### config.mk
export PLATFORM = sky130hd
export DESIGN_NAME = mc_sequencer
export DESIGN_NICKNAME = d
export VERILOG_FILES = /design/src/rtl/mc_sequencer_pkg.sv /design/src/rtl/mc_sequencer_cond_unit.sv /design/src/rtl/mc_sequencer.sv
export SDC_FILE = /design/constraint.sdc
export NUM_CORES = 1
export LEC_CHECK = 0
export ABC_CLOCK_PERIOD_IN_PS = 2300
export CORE_MARGIN = 3
export CORE_UTILIZATION = 56
export DETAILED_ROUTE_END_ITERATION = 8
export DONT_BUFFER_PORTS = 1
export PLACE_DENSITY = 0.82
export RECOVER_POWER = 50
export SLEW_MARGIN = 40
export SYNTH_ARGS = -nofsm -noshare
export SYNTH_HDL_FRONTEND = slang
export SYNTH_SLANG_ARGS = --single-unit
### constraint.sdc
create_clock -name clk -period 2.3 [get_ports clk]
set_clock_uncertainty 0.1 [all_clocks]
set_input_delay 0.46 -clock clk [delete_from_list [all_inputs] [get_ports clk]]
set_output_delay 0.46 -clock clk [all_outputs]
set_load 0.005 [all_outputs]
### src/rtl/mc_sequencer_pkg.sv
// Shared definitions for the multicycle ARM-style control sequencer:
// FSM state encoding, ALUControl codes, condition codes, Op field values.
// The FPU states exist only when FPU_SEQ_EN is defined.
package mc_sequencer_pkg;

    typedef enum logic [3:0] {
        S_FETCH,
        S_DECODE,
        S_MEMADR,
        S_MEMRD,
        S_MEMWB,
        S_MEMWR,
        S_EXECR,
        S_EXECI,
        S_ALUWB,
        S_BRANCH,
        S_EXECM,
        S_MULWB,
`ifdef FPU_SEQ_EN
        S_FPUEX,
        S_FPUWB,
`endif
        S_UNKNOWN
    } state_t;

    typedef enum logic [2:0] {
        ALU_ADD   = 3'b000,
        ALU_SUB   = 3'b001,
        ALU_AND   = 3'b010,
        ALU_ORR   = 3'b011,
        ALU_MUL   = 3'b100,
        ALU_UMULL = 3'b101
    } alu_ctrl_t;

    typedef enum logic [3:0] {
        COND_EQ = 4'b0000,
        COND_NE = 4'b0001,
        COND_CS = 4'b0010,
        COND_CC = 4'b0011,
        COND_MI = 4'b0100,
        COND_PL = 4'b0101,
        COND_VS = 4'b0110,
        COND_VC = 4'b0111,
        COND_HI = 4'b1000,
        COND_LS = 4'b1001,
        COND_GE = 4'b1010,
        COND_LT = 4'b1011,
        COND_GT = 4'b1100,
        COND_LE = 4'b1101,
        COND_AL = 4'b1110,
        COND_NV = 4'b1111
    } cond_t;

    // Op field Instr[27:26]
    localparam logic [1:0] OP_DP  = 2'b00;
    localparam logic [1:0] OP_MEM = 2'b01;
    localparam logic [1:0] OP_BR  = 2'b10;
    localparam logic [1:0] OP_FP  = 2'b11;

    // Data-processing cmd field Instr[24:21]
    localparam logic [3:0] CMD_AND = 4'b0000;
    localparam logic [3:0] CMD_SUB = 4'b0010;
    localparam logic [3:0] CMD_ADD = 4'b0100;
    localparam logic [3:0] CMD_ORR = 4'b1100;

    localparam logic [3:0] REG_PC = 4'b1111;

endpackage

### src/rtl/mc_sequencer_cond_unit.sv
// cond_unit: stored {N,Z,C,V} flag register plus condition evaluation.
// Flags clear asynchronously on reset; updates happen only when the
// instruction's own condition passes against the currently stored flags.
module cond_unit
    import mc_sequencer_pkg::*;
(
    input  logic       clk,
    input  logic       reset,
    input  logic [3:0] cond,
    input  logic [3:0] alu_flags,
    input  logic [1:0] flag_w,
    output logic       cond_ex
);

    logic [3:0] flags;
    logic       n, z, c, v;

    assign {n, z, c, v} = flags;

    // Evaluate the condition field against the stored flags
    // NOTE: every always_comb output gets a default first so no latch is inferred.
    always_comb begin
        cond_ex = 1'b0;
        case (cond)
            COND_EQ: cond_ex = z;
            COND_NE: cond_ex = ~z;
            COND_CS: cond_ex = c;
            COND_CC: cond_ex = ~c;
            COND_MI: cond_ex = n;
            COND_PL: cond_ex = ~n;
            COND_VS: cond_ex = v;
            COND_VC: cond_ex = ~v;
            COND_HI: cond_ex = c & ~z;
            COND_LS: cond_ex = ~c | z;
            COND_GE: cond_ex = (n == v);
            COND_LT: cond_ex = (n != v);
            COND_GT: cond_ex = ~z & (n == v);
            COND_LE: cond_ex = z | (n != v);
            COND_AL: cond_ex = 1'b1;
            default: cond_ex = 1'b0;  // NV: never executes
        endcase
    end

    // Flag register: N,Z on flag_w[1], C,V on flag_w[0], both gated by cond_ex
    // NOTE: sequential state uses non-blocking assignments so all registers sample pre-edge values.
    always_ff @(posedge clk or posedge reset) begin
        if (reset) begin
            flags <= 4'b0000;
        end else begin
            if (flag_w[1] && cond_ex) flags[3:2] <= alu_flags[3:2];
            if (flag_w[0] && cond_ex) flags[1:0] <= alu_flags[1:0];
        end
    end

endmodule

### src/rtl/mc_sequencer.sv
// mc_sequencer: multicycle control FSM for an ARM-style datapath.
// Outputs are decoded combinationally from the current state and forced
// to zero while reset is high. Define FPU_SEQ_EN to add the FPUEX/FPUWB
// path for Op=11; otherwise Op=11 goes through UNKNOWN.
module mc_sequencer
    import mc_sequencer_pkg::*;
(
    input  logic        clk,
    input  logic        reset,
    input  logic [31:0] Instr,
    input  logic [3:0]  ALUFlags,
    output logic        PCWrite,
    output logic        MemWrite,
    output logic        RegWrite,
    output logic        IRWrite,
    output logic        AdrSrc,
    output logic [1:0]  RegSrc,
    output logic [1:0]  ALUSrcA,
    output logic [1:0]  ALUSrcB,
    output logic [1:0]  ResultSrc,
    output logic [1:0]  ImmSrc,
    output logic [2:0]  ALUControl,
    output logic        RegSrc64b,
    output logic        FPUWrite
);

    state_t     state, next_state;
    logic [1:0] op;
    logic       cond_ex;
    logic [2:0] alu_dec;
    logic       alu_valid;
    logic       alu_addsub;
    logic       next_pc, branch, reg_w, mem_w, ir_w, adr_src, m64;
    logic [1:0] src_a, src_b, res_src, flag_w;
    logic [2:0] alu_ctl;
`ifdef FPU_SEQ_EN
    logic       fpu_w;
`endif
    logic       unused_instr;

    assign op           = Instr[27:26];
    assign unused_instr = &{1'b0, Instr[19:16], Instr[11:8], Instr[3:0]};

    cond_unit u_cond (
        .clk       (clk),
        .reset     (reset),
        .cond      (Instr[31:28]),
        .alu_flags (ALUFlags),
        .flag_w    (flag_w),
        .cond_ex   (cond_ex)
    );

    // Data-processing cmd decode; unsupported cmds give ADD with no write-back
    always_comb begin
        alu_dec   = ALU_ADD;
        alu_valid = 1'b1;
        case (Instr[24:21])
            CMD_ADD: alu_dec = ALU_ADD;
            CMD_SUB: alu_dec = ALU_SUB;
            CMD_AND: alu_dec = ALU_AND;
            CMD_ORR: alu_dec = ALU_ORR;
            default: alu_valid = 1'b0;
        endcase
        alu_addsub = alu_valid && (alu_dec == ALU_ADD || alu_dec == ALU_SUB);
    end

    // Per-state control decode and next-state selection
    always_comb begin
        next_state = S_FETCH;
        next_pc    = 1'b0;
        branch     = 1'b0;
        reg_w      = 1'b0;
        mem_w      = 1'b0;
        ir_w       = 1'b0;
        adr_src    = 1'b0;
        m64        = 1'b0;
        src_a      = 2'b00;
        src_b      = 2'b00;
        res_src    = 2'b00;
        flag_w     = 2'b00;
        alu_ctl    = ALU_ADD;
`ifdef FPU_SEQ_EN
        fpu_w      = 1'b0;
`endif
        case (state)
            S_FETCH: begin
                ir_w       = 1'b1;
                next_pc    = 1'b1;
                src_a      = 2'b01;
                src_b      = 2'b10;
                res_src    = 2'b10;
                next_state = S_DECODE;
            end
            S_DECODE: begin
                src_a   = 2'b01;
                src_b   = 2'b10;
                res_src = 2'b10;
                case (op)
                    OP_MEM: next_state = S_MEMADR;
                    OP_BR:  next_state = S_BRANCH;
                    OP_DP: begin
                        if (!Instr[25] && Instr[7:4] == 4'b1001) next_state = S_EXECM;
                        else if (Instr[25])                      next_state = S_EXECI;
                        else                                     next_state = S_EXECR;
                    end
`ifdef FPU_SEQ_EN
                    default: next_state = S_FPUEX;
`else
                    default: next_state = S_UNKNOWN;
`endif
                endcase
            end
            S_MEMADR: begin
                src_b      = 2'b01;
                next_state = Instr[20] ? S_MEMRD : S_MEMWR;
            end
            S_MEMRD: begin
                adr_src    = 1'b1;
                next_state = S_MEMWB;
            end
            S_MEMWB: begin
                res_src = 2'b01;
                reg_w   = 1'b1;
            end
            S_MEMWR: begin
                adr_src = 1'b1;
                mem_w   = 1'b1;
            end
            S_EXECR, S_EXECI: begin
                src_b      = (state == S_EXECI) ? 2'b01 : 2'b00;
                alu_ctl    = alu_dec;
                flag_w     = {Instr[20], Instr[20] & alu_addsub};
                next_state = S_ALUWB;
            end
            S_ALUWB: begin
                reg_w = alu_valid;
            end
            S_BRANCH: begin
                src_b   = 2'b01;
                res_src = 2'b10;
                branch  = 1'b1;
            end
            S_EXECM: begin
                m64        = 1'b1;
                alu_ctl    = Instr[23] ? ALU_UMULL : ALU_MUL;
                flag_w     = {Instr[20], 1'b0};
                next_state = S_MULWB;
            end
            S_MULWB: begin
                m64   = 1'b1;
                reg_w = 1'b1;
            end
`ifdef FPU_SEQ_EN
            S_FPUEX: begin
                next_state = S_FPUWB;
            end
            S_FPUWB: begin
                fpu_w = 1'b1;
            end
`endif
            default: next_state = S_FETCH;  // UNKNOWN: no writes
        endcase
    end

    // State register; reset returns to FETCH at once, even mid-instruction
    always_ff @(posedge clk or posedge reset) begin
        if (reset) state <= S_FETCH;
        else       state <= next_state;
    end

    // Output gating: condition-qualified writes, all zeros while in reset
    always_comb begin
        PCWrite    = 1'b0;
        MemWrite   = 1'b0;
        RegWrite   = 1'b0;
        IRWrite    = 1'b0;
        AdrSrc     = 1'b0;
        RegSrc     = 2'b00;
        ALUSrcA    = 2'b00;
        ALUSrcB    = 2'b00;
        ResultSrc  = 2'b00;
        ImmSrc     = 2'b00;
        ALUControl = 3'b000;
        RegSrc64b  = 1'b0;
        FPUWrite   = 1'b0;
        if (!reset) begin
            PCWrite    = next_pc | ((branch | (reg_w & (Instr[15:12] == REG_PC))) & cond_ex);
            MemWrite   = mem_w & cond_ex;
            RegWrite   = reg_w & cond_ex;
            IRWrite    = ir_w;
            AdrSrc     = adr_src;
            RegSrc     = {(op == OP_MEM) & ~Instr[20], (op == OP_BR)};
            ALUSrcA    = src_a;
            ALUSrcB    = src_b;
            ResultSrc  = res_src;
            ImmSrc     = op;
            ALUControl = alu_ctl;
            RegSrc64b  = m64;
`ifdef FPU_SEQ_EN
            FPUWrite   = fpu_w & cond_ex;
`endif
        end
    end

endmodule

# Word level (Yosys, flattened, before mapping)
# Index checks and enable logic that the tools add are counted.
# Widths: inputs -> output; s select.
# classes
n_addsub	0
mul	0
div	0
n_lt_le_gt_ge	0
n_eq_ne	35
shifts	0
n_mux	33
n_bitwise	17
reduce_logical	19
# op_table
cell	n
$eq 4x4->1 const B	14
$eq 4x3->1 const B	9
$pmux 4 s6	1
$eq 4x2->1 const B	5
$mux 1	16
$pmux 1 s15	1
$logic_not 4->1	3
$pmux 2 s3	2
$pmux 4 s3	1
$reduce_or 2->1	6
$mux 2	5
$and 1x1->1	8
$eq 4x1->1 const B	2
$pmux 2 s2	2
$mux 3	2
$pmux 3 s2	1
$not 1->1	5
$logic_and 1x1->1	4
$mux 4	1
$or 1x1->1	4
$reduce_or 4->1	1
$eq 3x1->1 const B	1
$logic_not 3->1	1
$reduce_or 3->1	1
other kinds (8)	8
# totals
ff_bits	8
latchBits	0
ram_bits	0
romBits	0
input_bits	38
output_inout_bits	20
elab_cells	107
mem_count	0

# Longest topological paths before layout
# depth
ltp_word	9
ltp_mapped	7

# Hierarchy
# From an unflattened synthesis, not the netlist that was laid out.
# unflattened
hier_cells	130
hier_area_um2	1044.8
# by_module_without_submodules
mod	instances	cells_per_inst	area_each_um2	seq_area_each_um2
mc_sequencer	1	83	585.6	100.1
cond_unit	1	47	459.2	100.1

# Worst setup path after synthesis
# No wires, ideal clock.
# synth_path
path_type	input-to-output
start	in Instr[29]
end	out RegWrite
t_arrival_ns	1.822
required_ns	1.740
path_slack_ns	-0.082
stages	7
path_buffers	1
cell_sequence	buf_6 mux2_4 or3_1 a21o_1 o221a_4 or2_4 nor2_1
# synth_via
elab_chain_len	4
# synth_rtl
element	line	rtl
start, declared	mc_sequencer.sv:10	input logic [31:0] Instr,
$eq 4x4->1, or another cell as far along	mc_sequencer_cond_unit.sv:24	case (cond)
$pmux 1 s15 (*)	mc_sequencer_cond_unit.sv:24	
$and 1x1->1 (*)	mc_sequencer.sv:189	RegWrite = reg_w & cond_ex;
$mux 1 (*)	mc_sequencer.sv:186	if (!reset) begin
end, declared	mc_sequencer.sv:14	output logic RegWrite,
# Every way passes the cells marked *; elsewhere a longest branch is shown, timed or not.

# Final worst setup path
# layout_path
start	reg u_cond.flags[2]
end	out MemWrite
# layout_via
elab_chain_len	5
# layout_rtl
element	line	rtl
start, declared	mc_sequencer_cond_unit.sv:15	logic [3:0] flags;
start signal, assigned	mc_sequencer_cond_unit.sv:50	if (flag_w[1] && cond_ex) flags[3:2] <= alu_flags[3:2];
$not 1->1	mc_sequencer_cond_unit.sv:26, mc_sequencer_cond_unit.sv:33, mc_sequencer_cond_unit.sv:37	
$and 1x1->1 (on tied branches)	mc_sequencer_cond_unit.sv:37, mc_sequencer_cond_unit.sv:33	
$pmux 1 s15 (*)	mc_sequencer_cond_unit.sv:24	
$and 1x1->1 (*)	mc_sequencer.sv:188	MemWrite = mem_w & cond_ex;
$mux 1 (*)	mc_sequencer.sv:186	
end, declared	mc_sequencer.sv:13	output logic MemWrite,
# Marked as above.

==> metrics.sh <==
IO_PINS=58
P_SW_SHARE_PCT=45.20
CTS_MADE_BUFFERS=3
DIE_H_MICRONS=47.43
SLEW_HEADROOM_PCT=62.76
STATIC-LEAKAGE-POWER_nW=0.4154
POWER_SWITCHING_mW=0.4101
WL_MET2_MICRONS=1144
SHARE_OF_THE_YOSYS_CHIP_AREA_BELONGING_TO_REGISTERS_PCT=20.83
FINISH.CELL_COUNT_WITHOUT_FILLERS=142
ROUTED-VIA-COUNT=944
YS_ASYNC_SR_FRACTION_PCT=100.0
TIMING.CRITICAL_PATH.FANOUT_MAX=3
CPMAXSTAGEDELAYCELL='dfrtp_1'
ANTENNA_VIOLATING_NETS_POST_ROUTE=0
CTS_TREE='done'
DRC_ERRORS=0
FINAL_WORST_PATH_PERIOD_SHARE_PCT=106.0
FINALCRITICALPERIOD_NS=2.439
CLOCK_PATH_BUFFERS=2
PLACEMENT.IO_BUFFERS=0
CLOCK_TREE.ROOT_CELL='clkbuf_4'
INITIAL_CORE_UTIL_PCT=61.64
FP-ROW-COUNT=14
PLACE_INST=133
FINISH.NET_COUNT=166
DETAIL_ROUTE.WIRELENGTH.MET1_MICRONS=1018
CTS.CLK_SLEW.WORST_PATHS_NS=0.05
LAYOUT-AREA-OVERHEAD-VS-SYNTH_PCT=10.42
GRT_OVERFLOW=0
TOP_LAYER='met4'
WORSTPATHREQUIRED_NS=1.74
POST_ROUTE_CELLS_DRIVE_ABOVE_1_SHARE_PCT=24.60
FINALWORSTSETUPSLACK_NS=-0.1390
SYNTHFLOPTYPE='dfrtp_1'
ARRIVAL_NS=1.88
PWR_DENSITY_CELL_mW_PER_MM2=855.1
GRT_PASS1_VIAS=830
SEQPWRFRAC_PCT=31.1
MET3_LENGTH_MICRONS=153
SYNTHDISTINCTLIBCELLS=51
TOTALPOWERFINAL_mW=0.9073
POWER.INTERNAL_mW=0.4972
FINAL_UTIL_PCT=68.06
YOSYS_REGISTER_BITS=8
FINALSETUPVIOLATIONS=3
OVERALL_TRACK_DEMAND_OVER_CAPACITY_IN_GLOBAL_ROUTING_PCT=19.91
WORSTSETUPPATHTYPE='reg2out'
DIE-AREA_SQ_MM=0.002249
HOLD_PATH.CLASS='in2async'
DRT_WL_TOTAL_MICRONS=2343
DRTPASS1ITERATIONS=4
LARGEST_NET_DEGREE_AT_THE_START_OF_GLOBAL_ROUTING=15
SHARE_CLK_OF_TOTAL_POWER_PCT=11.1
SYNTHESIS.AREA_PER_INSTANCE_SQ_UM=8.075
FINALHOLDWORSTSLACK_NS=0.1317
CLOCK-SINKS=8
CP_LAUNCH_TYPE='flip-flop'
CRITICAL_PATH.CELL_CHAIN='mux2_4, or3_1, a21o_1, o221a_4, or2_4, nor3_4'
MAX_CLOCK_FREQ_GHz=0.4100
DRT_FIRST_ITER_VIOLATIONS=20
FINAL.FILL_COUNT=138
CLKLATENCYLATEPIN_NS=0.24
CRIT_PATH_MAX_INCR_DELAY_NS=0.38
VIAS_PER_CELL=6.648
MAXCAP_VIOL_COUNT=0
HOLD_BUFFERS=0
VDD_IR_DROP_MAX_mV=0.6613
COMBINATIONAL_POWER_SHARE_PCT=57.8
CTS-HTREE-LEVELS=1
DESIGN.CORE.AREA_SQ_MM=0.001559
FAILED_CHECKS='negative setup slack'
FP.DIEW_MICRONS=47.43
TIMING.FINAL.MAX_SLEW_VIOLATIONS=0
OUTCOME='complete, but fails checks'
SYNTH.YOSYS.WARNINGS=0
DP_HPWL_MICRONS=1739
NETLIST_AREA_SQ_UM=960.9
SYNTH_EDF_COUNT=0
LOGIC_DEPTH_OF_THE_WORST_REGISTER_TO_REGISTER_PATH=8
FINAL_HOLD_VIOLATING_ENDPOINTS=0
ANTENNADIODECOUNT=0
FINAL_WTD_CONGESTION=0.8415
WIRE_PER_INST_MICRONS=16.50
GRT_ANTENNA_BEFORE_REPAIR=0
CRITICAL_PATH.ENDPOINT_TYPE='output pin'
POSTSYNTHCELLCOUNT=119
SETUP_REPAIR_AFTER_GLOBAL_ROUTING_MISSED_ITS_MARGIN='true'
MAX_SLEW.WORST_PIN.SLEW_NS=0.5446
GRT_PASS1_WL_MICRONS=3318
-- timing repair --
item	CTS	global route
setup buffers	4	2
endpoints found under the setup margin	3	9
pin swaps	1	0
gates resized for setup	2	5
-- stage by stage --
stage	worst slack (ns)	cell area (sq um)	setup TNS (ns)
after floorplan	-0.07817	970.9	-0.2026
after global placement	0.009627	977.2	0
after detailed placement	-0.01012	977.2	-0.01012
after CTS	-0.1480	1037	-0.4251
after global routing	-0.2354	1061	-0.7950
final	-0.1390	1061	-0.3959
-- registers in the layout, indices dropped and copies added, names as in the netlist --
signal and flops:
state 4, u_cond.flags 4
-- final cells by class --
type                       count  area [sq um]  area share [%]
inverter                       7         26.28           2.476
tap                           16         20.02           1.887
multi-input combinational     96         705.7           66.51
sequential                     8         203.9           19.22
timing repair buffer          12         82.58           7.783
clock buffer                   3         22.52           2.123
-- logic make-up after synthesis --
group	Yosys count	synth area share, %
xor+xnor	5	4.557
flops	8	20.83
other cells	1	0.3903
mux	6	7.291
buf+inv	16	8.464
simple gates	53	33.86
compound gates	30	24.61
-- cells in the mapped netlist (all sizes together) (2+ instances only) --
master / number / share of area, %
xnor2: 4 / 3.6
or3: 3 / 2.0
nor2b: 10 / 6.5
nor4: 5 / 3.3
nand3: 2 / 1.0
nor3b: 4 / 3.1
nand2: 6 / 2.3
a21oi: 5 / 2.6
o211ai: 3 / 2.3
nand2b: 3 / 2.0
clkbuf: 3 / 1.2
nor2: 8 / 4.2
o21ai: 4 / 2.1
buf: 6 / 4.6
dfrtp: 8 / 21
nor3: 3 / 2.1
a211oi: 2 / 1.6
o221a: 2 / 3.3
and2: 2 / 1.3
mux2: 5 / 6.2
o41ai: 2 / 1.8
inv: 7 / 2.7
-- worst max-delay path, delay by kind of cell, from the launching register on --
family           cells  cell delay [ns]
AND/OR/NAND/NOR      3             0.69
multiplexers         1             0.26
flip-flops           1             0.38
AO/OA/AOI/OAI        2             0.31
-- power groups by stage --
stage                     registers, mW  logic (mW)  clock network (mW)
after global placement            0.283       0.438                   0
after detailed placement          0.283       0.459                   0
after floorplan                   0.231       0.415                   0
after global routing              0.294       0.575               0.118
final                             0.282       0.525               0.101
after CTS                         0.279       0.486               0.109
-- final timing paths --
check	startpoint	to	slack [ns]
min in group clk	ALUFlags[2]	u_cond.flags[2]	0.27
max	u_cond.flags[2]	MemWrite	-0.14
min reg2reg	state[2]	state[1]	0.46
max reg2reg	u_cond.flags[2]	u_cond.flags[3]	0.10
min	reset	state[3]	0.13
max in group asynchronous	reset	u_cond.flags[0]	1.61
-- layer usage --
metal | GRT usage, % | vias up
li1 | - | 455
met1 | 26.74 | 448
met2 | 31.82 | 37
met3 | 2.632 | 4
met4 | 8.840 | 0
met5 | 0 | -
-- placed cells by master, fill, tap and decap left out, drive strengths merged, types with 3 or more instances in the layout --
cell type | netlist | final
nor3b | 4 | 4
a21oi | 5 | 5
nor3 | 3 | 3
nor2 | 8 | 8
nor2b | 10 | 10
xnor2 | 4 | 4
mux2 | 5 | 5
clkbuf | 3 | 5
o211ai | 3 | 3
dfrtp | 8 | 8
or3 | 3 | 3
nor4 | 5 | 5
nand2 | 6 | 6
nand2b | 3 | 3
o21ai | 4 | 4
inv | 7 | 7
buf | 6 | 10
Power figures use the tool's default switching activity.
